## config.mk

```make
export PLATFORM = sky130hd
export DESIGN_NAME = instruction_fetch_unit_flat
export DESIGN_NICKNAME = d
export VERILOG_FILES = /design/src/rtl/instruction_fetch_unit_pkg.sv /design/src/rtl/instruction_fetch_unit_if.sv /design/src/rtl/instruction_fetch_unit_fetch_queue.sv /design/src/rtl/instruction_fetch_unit.sv /design/src/flat_wrapper.sv
export SDC_FILE = /design/constraint.sdc
export NUM_CORES = 1
export LEC_CHECK = 0
export CAP_MARGIN = 15
export CORE_ASPECT_RATIO = 0.6
export CORE_MARGIN = 10
export CORE_UTILIZATION = 25
export CTS_CLUSTER_DIAMETER = 60
export DETAILED_ROUTE_END_ITERATION = 7
export SETUP_SLACK_MARGIN = 0.5
export SLEW_MARGIN = 20
export SYNTH_ARGS = -nofsm -noshare
export SYNTH_HDL_FRONTEND = slang
export SYNTH_SLANG_ARGS = --single-unit
```

## constraint.sdc

```tcl
create_clock -name clk -period 4.18 [get_ports clk]
set_input_delay 0.836 -clock clk [delete_from_list [all_inputs] [get_ports clk]]
set_output_delay 0.836 -clock clk [all_outputs]
set_load 0.005 [all_outputs]
```

## src/rtl/instruction_fetch_unit_pkg.sv

```systemverilog
// Shared types and constants for the instruction fetch unit.
package instruction_fetch_unit_pkg;
  localparam int XLEN        = 32;
  localparam int INSTR_BYTES = 4;
  localparam logic [XLEN-1:0] DEFAULT_RESET_PC = 32'h0000_0000;

  typedef struct packed {
    logic [XLEN-1:0] pc;
    logic [XLEN-1:0] instr;
  } fetch_entry_t;
endpackage

```

## src/rtl/instruction_fetch_unit_if.sv

```systemverilog
// Fetch-side bus: instruction memory port, redirect input and decode handshake.
interface instruction_fetch_unit_if;
  import instruction_fetch_unit_pkg::*;
  logic            fetch_enable;
  logic [XLEN-1:0] imem_addr;
  logic [XLEN-1:0] imem_instr;
  logic            redirect_valid;
  logic [XLEN-1:0] redirect_pc;
  logic            out_valid;
  logic            out_ready;
  logic [XLEN-1:0] out_instr;
  logic [XLEN-1:0] out_pc;

  modport master (
    input  fetch_enable, imem_instr, redirect_valid, redirect_pc, out_ready,
    output imem_addr, out_valid, out_instr, out_pc
  );
  modport slave (
    output fetch_enable, imem_instr, redirect_valid, redirect_pc, out_ready,
    input  imem_addr, out_valid, out_instr, out_pc
  );
endinterface

```

## src/rtl/instruction_fetch_unit_fetch_queue.sv

```systemverilog
// DEPTH-entry synchronous FIFO of fetched {pc, instr} pairs with flush.
module fetch_queue
  import instruction_fetch_unit_pkg::*;
#(
  parameter int DEPTH = 2,
  localparam int AW = $clog2(DEPTH),
  localparam int CW = AW + 1
) (
  input  logic         clk,
  input  logic         rst_n,
  input  logic         push,
  input  logic         pop,
  input  logic         flush,
  input  fetch_entry_t din,
  output fetch_entry_t head,
  output logic [CW-1:0] count
);
  fetch_entry_t mem [DEPTH];
  logic [AW-1:0] wr_ptr, rd_ptr;

  assign head = mem[rd_ptr];

  always_ff @(posedge clk or negedge rst_n) begin
    if (!rst_n) begin
      for (int i = 0; i < DEPTH; i++) mem[i] <= '0;
      wr_ptr <= '0;
      rd_ptr <= '0;
      count  <= '0;
    end else if (flush) begin
      wr_ptr <= '0;
      rd_ptr <= '0;
      count  <= '0;
    end else begin
      if (push) begin
        mem[wr_ptr] <= din;
        wr_ptr      <= AW'(wr_ptr + 1'b1);
      end
      if (pop) rd_ptr <= AW'(rd_ptr + 1'b1);
      count <= CW'(count + CW'(push) - CW'(pop));
    end
  end
endmodule

```

## src/rtl/instruction_fetch_unit.sv

```systemverilog
// PC register, push/pop arbitration and redirect handling in front of the fetch queue.
module instruction_fetch_unit
  import instruction_fetch_unit_pkg::*;
#(
  parameter logic [XLEN-1:0] RESET_PC = DEFAULT_RESET_PC,
  parameter int              DEPTH    = 2,
  localparam int CW = $clog2(DEPTH) + 1
) (
  input  logic clk,
  input  logic rst_n,
  instruction_fetch_unit_if.master bus
);
  logic [XLEN-1:0] pc;
  logic [CW-1:0]   count;
  logic            push, pop, full;
  fetch_entry_t    head, din;

  assign full = (count == CW'(DEPTH));
  // A redirect flushes the queue, so any handshake that cycle is moot.
  assign pop  = bus.out_valid && bus.out_ready && !bus.redirect_valid;
  assign push = bus.fetch_enable && !bus.redirect_valid && (!full || pop);
  assign din  = '{pc: pc, instr: bus.imem_instr};

  assign bus.imem_addr = pc;
  assign bus.out_valid = (count != '0);
  assign bus.out_instr = head.instr;
  assign bus.out_pc    = head.pc;

  always_ff @(posedge clk or negedge rst_n) begin
    if (!rst_n)                  pc <= RESET_PC;
    else if (bus.redirect_valid) pc <= {bus.redirect_pc[XLEN-1:2], 2'b00};
    else if (push)               pc <= pc + XLEN'(INSTR_BYTES);
  end

  fetch_queue #(.DEPTH(DEPTH)) u_queue (
    .clk   (clk),
    .rst_n (rst_n),
    .push  (push),
    .pop   (pop),
    .flush (bus.redirect_valid),
    .din   (din),
    .head  (head),
    .count (count)
  );
endmodule
```

## src/flat_wrapper.sv

```systemverilog
// flat-port wrapper written by rule: the top's interface ports become plain ports
module instruction_fetch_unit_flat import instruction_fetch_unit_pkg::*;
#(
  parameter logic [XLEN-1:0] RESET_PC = DEFAULT_RESET_PC,
  parameter int              DEPTH    = 2,
  localparam int CW = $clog2(DEPTH) + 1
)
  (clk, rst_n, bus_fetch_enable, bus_imem_instr, bus_redirect_valid, bus_redirect_pc, bus_out_ready, bus_imem_addr, bus_out_valid, bus_out_instr, bus_out_pc);
  instruction_fetch_unit_if bus_i ();
  input  logic clk;
  input  logic rst_n;
  input wire logic [$bits(bus_i.fetch_enable)-1:0] bus_fetch_enable;
  input wire logic [$bits(bus_i.imem_instr)-1:0] bus_imem_instr;
  input wire logic [$bits(bus_i.redirect_valid)-1:0] bus_redirect_valid;
  input wire logic [$bits(bus_i.redirect_pc)-1:0] bus_redirect_pc;
  input wire logic [$bits(bus_i.out_ready)-1:0] bus_out_ready;
  output wire logic [$bits(bus_i.imem_addr)-1:0] bus_imem_addr;
  output wire logic [$bits(bus_i.out_valid)-1:0] bus_out_valid;
  output wire logic [$bits(bus_i.out_instr)-1:0] bus_out_instr;
  output wire logic [$bits(bus_i.out_pc)-1:0] bus_out_pc;
  assign bus_i.fetch_enable = bus_fetch_enable;
  assign bus_i.imem_instr = bus_imem_instr;
  assign bus_i.redirect_valid = bus_redirect_valid;
  assign bus_i.redirect_pc = bus_redirect_pc;
  assign bus_i.out_ready = bus_out_ready;
  assign bus_imem_addr = bus_i.imem_addr;
  assign bus_out_valid = bus_i.out_valid;
  assign bus_out_instr = bus_i.out_instr;
  assign bus_out_pc = bus_i.out_pc;
  instruction_fetch_unit #(.RESET_PC(RESET_PC), .DEPTH(DEPTH)) u_core (.clk(clk), .rst_n(rst_n), .bus(bus_i));
endmodule
```

==> impl_metrics.csv, run 1 <==
group,metric,value,unit
run_status,outcome,"complete, no violations",
worst_setup_path,cp-end-kind,"output port",
grt,grt_start_max_net_pins,109,
drt,vias,4877,
cts,ctsHtreeMaxLevel,4,
power_and_ir_drop,power.total,0.00540,W
grt,grt_pass1_wl,32300,µm
cts,number_of_buffers_added_by_the_clock_tree_synthesis_step,17,
worst_setup_path,critPathArrivalTime,2.48,ns
sta,worst-slew-pin-transition,0.914,ns
sta,period_needed,3.32,ns
cts,cts_root_buffer,"sky130_fd_sc_hd__clkbuf_16",
grt,grtUsageTotal,11.6,%
cts,cts_resized,0,
grt,grt_antenna_before_repair,0,
cts,cts.sinks,158,
power_and_ir_drop,internal_power,0.00395,W
synthesis,netlist.area_leader.share,54.3,%
synthesis,number_of_enable_type_register_cells_in_the_synthesized_netlist,0,
cts,cts.reportedPaths.clkPinSlew,0.06,ns
sta,number_of_max_slew_violations_in_the_final_report,0,
die,rows,48,
placed_design,placed_cell_area,9310,µm²
drt,drt-initial-drc-count,195,
synthesis,synth-seq-cells,158,
grt,grt-ovfl-total,0,
sta,tightest_slew_margin_relative_to_the_limit,39.1,%
drt,avgRoutedWirePerCell,18.9,µm
sta,grt_setup_unrepaired,"no",
finish,num-nets-final,782,
synthesis,yosys-top-cells-area,"sky130_fd_sc_hd__dfrtp_1 54%, sky130_fd_sc_hd__mux2_2 28%, sky130_fd_sc_hd__xor2_1 2.3%",
drt,ant_nets,0,
sta,min_period_over_period,79.3,%
grt,grt_pass1_vias,5206,
synthesis,seq_area_frac_synth,54.3,%
placed_design,gp_routability_congestion,0.721,
sta,endpoints_failing_hold,0,
worst_setup_path,critPathSlowestCell,"sky130_fd_sc_hd__dfrtp_4",
power_and_ir_drop,sw_frac_of_total,26.9,%
die,boundaryPins,166,
power_and_ir_drop,seqPwrFrac,42.0,%
finish,finish.instance_area,9910,µm²
synthesis,netlist_cell_types,40,
drt,drt-vias-per-instance,4.45,
sta,fmax,301,MHz
worst_setup_path,critical_path_peak_fanout,35,
drt,detail_route.first_pass.iterations,4,
power_and_ir_drop,worst_ir_drop_vdd,0.258,mV
hold_path,holdCritPathClass,"reg -> reg",
die,core,28700,µm²
placed_design,dp_cells,1066,
synthesis,synthesis.yosys.warnings,0,
power_and_ir_drop,clock_power_share,29.7,%
sta,min_hold_slack,0.483,ns
job,maxCapViolCount,0,
synthesis,syn_inst,549,
worst_setup_path,cpPeakStageDelay,0.80,ns
power_and_ir_drop,power-per-cell-area,545,nW/µm²
worst_setup_path,worst_path_dominant_cell_family,"buffers and inverters",
power_and_ir_drop,comb_power_share,28.3,%
placed_design,hpwlAfterDp,14800,µm
cts,worstSkewPairLatency,0.44,ns
worst_setup_path,timing.critical_path.buf_inv,2,
synthesis,synth.cell_area,7280,µm²
sta,totalNegativeSetupSlack,0,ns
finish,instances_no_fill,1097,
sta,skew,0.00883,ns
finish,fraction_of_final_layout_cells_sized_beyond_drive_strength_1,32.5,%
power_and_ir_drop,p_switching,0.00145,W
drt,drc_errors,0,
power_and_ir_drop,leakage,3.99,nW
placed_design,count_of_port_buffers_added_during_placement,159,
worst_setup_path,r2r_slack,1.71,ns
finish,mostFrequentLayoutCell,"sky130_fd_sc_hd__mux2_2",
worst_setup_path,worstPathCellList,"buf_4 -> mux2_2 -> clkdlybuf4s50_1",
sta,finalSetupViolations,0,
worst_setup_path,timing.critical_path.from_type,"flop",
synthesis,synth_flop_cell,"sky130_fd_sc_hd__dfrtp_1",
synthesis,synth_area_per_cell,13.3,µm²
finish,top_library_cells_by_usage_in_the_layout_fill_and_taps_aside,"183 x sky130_fd_sc_hd__mux2_2, 157 x sky130_fd_sc_hd__clkdlybuf4s50_1, 157 x sky130_fd_sc_hd__dfrtp_1, 41 x sky130_fd_sc_hd__nand2_1, 27 x sky130_fd_sc_hd__o21ai_0",
finish,areaGrowthSynthToFinish,36.1,%
finish,insertedDiodeCount,0,
drt,wirelength,20700,µm
synthesis,synth_top_area_cell,"sky130_fd_sc_hd__dfrtp_1",
cts,cts_tree,"yes",
worst_setup_path,crit_type,"reg -> out",
cts,cts_setup_buffers,0,
die,initial_core_util,25.4,%
cts,clock_path_buffers,2,
die,floorplan.die.height,152,µm
cts,cts_hold_buffers,0,
worst_setup_path,cp_data_required_time,3.34,ns
die,die_width,240,µm
die,fp.dieArea,36600,µm²
synthesis,synthArstFlopShare,100,%
==> kinds of logic after synthesis <==
| group | share of synthesized area (%) |
|---|---|
| flops | 54.3 |
| buf+inv | 2.18 |
| other cells | 0.0515 |
| mux | 29.2 |
| compound gates | 2.13 |
| fa+ha+maj | 0.516 |
| xor+xnor | 3.73 |
| simple gates | 7.84 |
==> routing by layer <==
metal / wire (µm) / GRT usage [%] / part of all wire (%) / vias up
li1: - / - / - / 2276
met1: 9970 / 15.6 / 48 / 2489
met2: 9440 / 17.6 / 46 / 95
met3: 1070 / 3.36 / 5.2 / 17
met4: 240 / 3.69 / 1.2 / 0
met5: 0 / 0 / 0 / -
==> worst register-to-register path, stage by stage (launching register included) <==
cell	delay, ns
sky130_fd_sc_hd__dfrtp_1	0.41
sky130_fd_sc_hd__nor3b_4	0.21
sky130_fd_sc_hd__nor2b_1	0.49
sky130_fd_sc_hd__nand2_1	0.22
sky130_fd_sc_hd__nor2_4	0.14
sky130_fd_sc_hd__buf_4	0.46
sky130_fd_sc_hd__mux2_2	0.43
==> metrics by stage <==
stage	setup slack [ns]	utilization (%)
after floorplan	1.94	-
after global placement	0.846	32.4
after detailed placement	0.810	32.4
after CTS	0.775	34.5
after global routing	0.747	34.5
final	0.863	34.5
==> cell type report <==
class	instances	area [µm²]
fill	2824	18800
inverter	3	11.3
tap	375	469
multi-input combinational	360	3190
timing repair buffer	170	1690
clock inverter	12	161
sequential	158	3960
clock buffer	19	433
==> state kept, by name (all words and copies together), names as in the netlist <==
register and flops:
u_core.bus.imem_addr 30, u_core.u_queue.count 2, u_core.u_queue.mem 124, u_core.u_queue.rd_ptr 1, u_core.u_queue.wr_ptr 1
==> cells in the mapped netlist, drive strengths merged (5+ instances only) <==
library cell,count
buf,18
clkbuf,13
dfrtp,158
mux2,188
nand2,41
nand3,14
nand4,10
nor2,14
nor3,5
o21ai,27
xnor2,12
xor2,19
==> final timing paths <==
kind / start / end / depth (start not counted)
min in group asynchronous: rst_n / u_core.u_queue.mem[40] / 1
min: u_core.u_queue.mem[119] / u_core.u_queue.mem[119] / 1
max reg2reg: u_core.u_queue.count[1] / u_core.u_queue.mem[67] / 6
max in group asynchronous: rst_n / u_core.u_queue.mem[73] / 2
max: u_core.u_queue.rd_ptr / bus_out_pc[29] / 3
min reg2reg: u_core.u_queue.mem[119] / u_core.u_queue.mem[119] / 1
==> power by group through the flow <==
stage | Combinational [W] | Sequential [W] | Clock, W
after global placement | 0.00153 | 0.00228 | 0
after detailed placement | 0.00155 | 0.00229 | 0
after global routing | 0.00166 | 0.00233 | 0.00173
final | 0.00153 | 0.00227 | 0.00161
after CTS | 0.00156 | 0.00227 | 0.00167
after floorplan | 0.000818 | 0.00217 | 0
Power figures use the tool's default switching activity.
==> inputs of run 2 (changes only) <==
==> constraint.sdc (replaced) <==
create_clock -name clk -period 2.8 [get_ports clk]
set_input_delay 0.56 -clock clk [delete_from_list [all_inputs] [get_ports clk]]
set_output_delay 0.56 -clock clk [all_outputs]
set_load 0.005 [all_outputs]
==> impl_metrics.csv, run 2 (synthesis results as in run 1) <==
group,metric,value,unit
run_status,outcome,"complete, no violations",
sta,fmax,426,MHz
grt,grt_pass1_vias,5423,
power_and_ir_drop,worst_ir_drop_vdd,0.288,mV
die,die_width,240,µm
drt,avgRoutedWirePerCell,19.0,µm
drt,drt-vias-per-instance,4.43,
worst_setup_path,cp_data_required_time,2.24,ns
die,core,28700,µm²
placed_design,dp_cells,1085,
grt,grt_antenna_before_repair,0,
finish,num-nets-final,820,
finish,top_library_cells_by_usage_in_the_layout_fill_and_taps_aside,"178 x sky130_fd_sc_hd__mux2_2, 157 x sky130_fd_sc_hd__dfrtp_1, 95 x sky130_fd_sc_hd__clkdlybuf4s50_1, 41 x sky130_fd_sc_hd__nand2_1, 36 x sky130_fd_sc_hd__buf_6",
placed_design,hpwlAfterDp,15200,µm
cts,cts.reportedPaths.clkPinSlew,0.07,ns
job,maxCapViolCount,0,
finish,finish.instance_area,10400,µm²
drt,wirelength,21600,µm
drt,routed-wl-met3,1110,µm
finish,num-fill-cells,2821,
die,initial_core_util,25.4,%
sta,min_period_over_period,83.9,%
power_and_ir_drop,power-per-cell-area,787,nW/µm²
cts,cts_tree,"yes",
finish,insertedDiodeCount,0,
sta,finalSetupViolations,0,
grt,grt_start_max_net_pins,83,
finish,areaGrowthSynthToFinish,42.3,%
drt,ant_nets,0,
cts,ctsHtreeMaxLevel,4,
drt,drc_errors,0,
sta,tightest_slew_margin_relative_to_the_limit,59.1,%
hold_path,holdCritPathClass,"in -> async",
drt,met1Wirelength,10600,µm
worst_setup_path,crit_type,"reg -> out",
sta,number_of_max_slew_violations_in_the_final_report,0,
grt,grt_pass1_wl,33900,µm
drt,met2_length,9690,µm
sta,grt_setup_unrepaired,"yes",
cts,cts_root_buffer,"sky130_fd_sc_hd__clkbuf_16",
worst_setup_path,critical_path_peak_fanout,8,
die,rows,48,
drt,vias,5030,
drt,highest_layer,"met4",
drt,detail_route.first_pass.iterations,4,
finish,instances_no_fill,1136,
sta,endpoints_failing_hold,0,
grt,grtUsageTotal,12.2,%
drt,drt-initial-drc-count,216,
sta,worst-slew-pin-transition,0.608,ns
sta,period_needed,2.35,ns
die,fp.dieArea,36600,µm²
placed_design,count_of_port_buffers_added_during_placement,159,
grt,grt-ovfl-total,0,
sta,totalNegativeSetupSlack,0,ns
sta,skew,0.00934,ns
cts,clock_path_buffers,2,
power_and_ir_drop,leakage,4.35,nW
placed_design,gp_routability_congestion,0.748,
die,boundaryPins,166,
placed_design,placed_cell_area,9530,µm²
finish,register_ranked_first_by_flip_flop_count,"u_core.u_queue.mem",
finish,largest_register_ff_count,124,
finish,fraction_of_final_layout_cells_sized_beyond_drive_strength_1,44.3,%
sta,min_hold_slack,0.0538,ns
cts,cts.sinks,158,
cts,worstSkewPairLatency,0.44,ns
die,floorplan.die.height,152,µm
cts,number_of_buffers_added_by_the_clock_tree_synthesis_step,17,
worst_setup_path,critPathArrivalTime,1.79,ns
cts,cts_hold_buffers,0,
finish,mostFrequentLayoutCell,"sky130_fd_sc_hd__mux2_2",
worst_setup_path,cp-end-kind,"output port",
worst_setup_path,timing.critical_path.from_type,"flop",
==> run 2: cell count changes in the layout (fill, tap and decap cells not counted), moves of 4 or more <==
cell,delta
sky130_fd_sc_hd__mux2_2,-5
sky130_fd_sc_hd__clkbuf_2,+5
sky130_fd_sc_hd__clkinvlp_4,+4
sky130_fd_sc_hd__mux2_4,+5
sky130_fd_sc_hd__buf_4,+15
sky130_fd_sc_hd__buf_2,+26
sky130_fd_sc_hd__buf_12,+13
sky130_fd_sc_hd__clkdlybuf4s50_1,-62
sky130_fd_sc_hd__buf_6,+36
sky130_fd_sc_hd__buf_16,+5
==> run 2: critical path: stages (launching register included) <==
cell and delay (ns):
sky130_fd_sc_hd__dfrtp_4 0.51, sky130_fd_sc_hd__buf_12 0.16, sky130_fd_sc_hd__buf_4 0.14, sky130_fd_sc_hd__buf_12 0.13, sky130_fd_sc_hd__mux2_2 0.27, sky130_fd_sc_hd__buf_2 0.13
==> run 2: power breakdown <==
group | total, W | switching (W) | internal (W)
combinational | 0.00255 | 0.000904 | 0.00164
sequential | 0.00332 | 0.000367 | 0.00295
clock | 0.00229 | 0.000992 | 0.00129
==> run 2: metrics by stage <==
step	total power, W	worst slack (ns)	util [%]
4_1_cts	0.00808	0.395	35.4
6_report	0.00815	0.450	36.1
5_1_grt	0.00867	0.382	36.1
3_3_place_gp	0.00576	0.242	33.2
3_5_place_dp	0.00581	0.221	33.2
2_1_floorplan	0.00446	0.838	-
==> run 2: area by class of cell <==
cell class	instances	area [µm²]	share of cell area (%)
Sequential cell	158	3960	38.2
Multi-Input combinational cell	360	3210	31.0
Timing Repair Buffer	208	2130	20.6
Tap cell	375	469	4.53
Clock buffer	20	467	4.51
Clock inverter	12	110	1.06
Inverter	3	11.3	0.109
==> run 2: metal layers <==
layer	global-route usage, %	up-vias
met5	0	-
met2	18.1	112
met1	16.8	2543
met4	3.06	0
li1	-	2355
met3	3.97	20
==> run 2: path summary, 6_finish.rpt <==
check | end | slack (ns) | from | depth (start not counted)
min reg2reg | u_core.u_queue.mem[91] | 0.49 | u_core.u_queue.mem[91] | 1
min in group clk | u_core.u_queue.mem[91] | 0.49 | u_core.u_queue.mem[91] | 1
max | bus_out_instr[4] | 0.45 | u_core.u_queue.rd_ptr | 5
max in group asynchronous | u_core.u_queue.rd_ptr | 1.91 | rst_n | 2
min | u_core.u_queue.mem[38] | 0.05 | rst_n | 1
max reg2reg | u_core.bus.imem_addr[24] | 0.68 | u_core.bus.imem_addr[11] | 6
==> run 2: repair_timing <==
item	4_1_cts	5_1_grt
buffers inserted	11	3
gates cloned	5	0
setup endpoints to repair	62	46
resized for setup	251	45
pin swaps	0	1
==> inputs of run 3 (changes only) <==
==> constraint.sdc (replaced) <==
create_clock -name clk -period 1.99 [get_ports clk]
set_input_delay 0.398 -clock clk [delete_from_list [all_inputs] [get_ports clk]]
set_output_delay 0.398 -clock clk [all_outputs]
set_load 0.005 [all_outputs]
==> impl_metrics.csv, run 3 (synthesis results as in run 1) <==
group,metric,value,unit
sta,min_period_over_period,111,%
power_and_ir_drop,clock_power_share,24.0,%
worst_setup_path,critical_path_peak_fanout,7,
die,fp.dieArea,36600,µm²
sta,layout_setup_ws,-0.223,ns
die,core,28700,µm²
die,die_width,240,µm
drt,detail_route.first_pass.iterations,5,
placed_design,placed_cell_area,9950,µm²
power_and_ir_drop,worst_ir_drop_vdd,0.513,mV
grt,grt_pass1_vias,6084,
grt,grtUsageTotal,14.9,%
power_and_ir_drop,sw_frac_of_total,28.7,%
grt,grt-ovfl-total,0,
grt,grt_start_max_net_pins,61,
power_and_ir_drop,seqPwrFrac,36.3,%
finish,finish.instance_area,12900,µm²
power_and_ir_drop,power-per-cell-area,1010,nW/µm²
worst_setup_path,crit_type,"reg -> out",
placed_design,hpwlAfterDp,15300,µm
sta,period_needed,2.21,ns
worst_setup_path,timing.critical_path.from_type,"flop",
grt,grt_pass1_wl,40600,µm
sta,totalNegativeSetupSlack,-7.63,ns
run_status,outcome,"complete, but fails checks",
power_and_ir_drop,p_switching,0.00374,W
cts,clock_path_buffers,2,
power_and_ir_drop,comb_power_share,39.7,%
hold_path,holdCritPathClass,"in -> async",
run_status,violations,"setup timing",
die,floorplan.die.height,152,µm
cts,cts.reportedPaths.clkPinSlew,0.07,ns
sta,skew,0.0106,ns
cts,ctsHtreeMaxLevel,4,
cts,cts.sinks,158,
sta,grt_setup_unrepaired,"yes",
cts,cts_root_buffer,"sky130_fd_sc_hd__clkbuf_16",
sta,endpoints_failing_hold,0,
drt,wirelength,27500,µm
cts,worstSkewPairLatency,0.45,ns
sta,min_hold_slack,0.417,ns
drt,ant_nets,0,
drt,avgRoutedWirePerCell,21.7,µm
worst_setup_path,critPathArrivalTime,1.82,ns
drt,vias,5797,
finish,num-nets-final,947,
finish,top_library_cells_by_usage_in_the_layout_fill_and_taps_aside,"146 x sky130_fd_sc_hd__mux2_4, 139 x sky130_fd_sc_hd__dfrtp_1, 132 x sky130_fd_sc_hd__buf_6, 64 x sky130_fd_sc_hd__buf_4, 62 x sky130_fd_sc_hd__clkdlybuf4s50_1",
sta,number_of_max_slew_violations_in_the_final_report,0,
die,initial_core_util,25.4,%
finish,areaGrowthSynthToFinish,77.0,%
power_and_ir_drop,internal_power,0.00929,W
power_and_ir_drop,leakage,5.92,nW
die,boundaryPins,166,
drt,drt-vias-per-instance,4.58,
finish,fraction_of_final_layout_cells_sized_beyond_drive_strength_1,63.1,%
grt,grt_antenna_before_repair,1,
finish,register_ranked_first_by_flip_flop_count,"u_core.u_queue.mem",
worst_setup_path,cp_data_required_time,1.59,ns
drt,drt-initial-drc-count,457,
finish,mostFrequentLayoutCell,"sky130_fd_sc_hd__mux2_4",
sta,finalSetupViolations,61,
job,maxCapViolCount,0,
die,rows,48,
placed_design,detailedPlace.worstSlack,-0.324,ns
cts,cts_tree,"yes",
placed_design,gp_routability_congestion,0.787,
finish,largest_register_ff_count,124,
worst_setup_path,cp-end-kind,"output port",
sta,fmax,452,MHz
placed_design,count_of_port_buffers_added_during_placement,159,
cts,number_of_buffers_added_by_the_clock_tree_synthesis_step,17,
drt,drc_errors,0,
run 3: final cells by class:
class                           instances  area [µm²]
Fill cell                            2596       15800
Multi-Input combinational cell        361        4070
Sequential cell                       158        3980
Timing Repair Buffer                  334        3790
Tap cell                              375         469
Clock buffer                           19         443
Clock inverter                         13         105
Inverter                                3        11.3
Antenna cell                            2        5.00
run 3: timing repair:
item	4_1_cts	5_1_grt
cloned	23	1
hold endpoints to repair	25	0
pin swaps	20	45
resized for setup	579	135
buffers inserted	81	24
setup endpoints to repair	245	244
hold buffers	1	0
run 3: path summary, 6_finish.rpt:
check | from | end | slack [ns] | cells past startpoint
max | u_core.u_queue.rd_ptr | bus_out_instr[28] | -0.22 | 5
min | rst_n | u_core.bus.imem_addr[4] | 0.42 | 2
max reg2reg | u_core.u_queue.count[1] | u_core.u_queue.mem[37] | 0.01 | 8
min reg2reg | u_core.u_queue.mem[93] | u_core.u_queue.mem[93] | 0.51 | 1
max in group asynchronous | rst_n | u_core.u_queue.rd_ptr | 0.94 | 3
min in group clk | bus_redirect_valid | u_core.bus.imem_addr[7] | 0.48 | 4
run 3: through the flow:
stage                     cells  total power [W]  util (%)
final                      1265           0.0130      44.9
after global routing       1264           0.0137      44.9
after CTS                  1238           0.0127      42.3
after detailed placement   1101          0.00854      34.6
after global placement     1101          0.00848      34.6
after floorplan             552          0.00661         -
run 3: metal layers:
metal | global-route usage, % | vias to the layer above | part of all wire (%)
met1 | 21.8 | 2997 | 48
li1 | - | 2613 | -
met2 | 21.0 | 170 | 44
met5 | 0 | - | 0
met3 | 4.03 | 17 | 6.3
met4 | 3.78 | 0 | 0.81
run 3: critical path, stage by stage (launching register included):
cell and delay [ns]:
sky130_fd_sc_hd__dfrtp_4 0.54, sky130_fd_sc_hd__buf_6 0.16, sky130_fd_sc_hd__buf_16 0.13, sky130_fd_sc_hd__buf_6 0.11, sky130_fd_sc_hd__mux2_4 0.30, sky130_fd_sc_hd__buf_6 0.12
run 3: power groups by stage:
stage	Sequential, W	Combinational (W)	Clock, W
after global routing	0.00485	0.00551	0.00338
after floorplan	0.00459	0.00202	0
after CTS	0.00470	0.00473	0.00323
final	0.00474	0.00517	0.00313
after global placement	0.00473	0.00375	0
after detailed placement	0.00475	0.00379	0
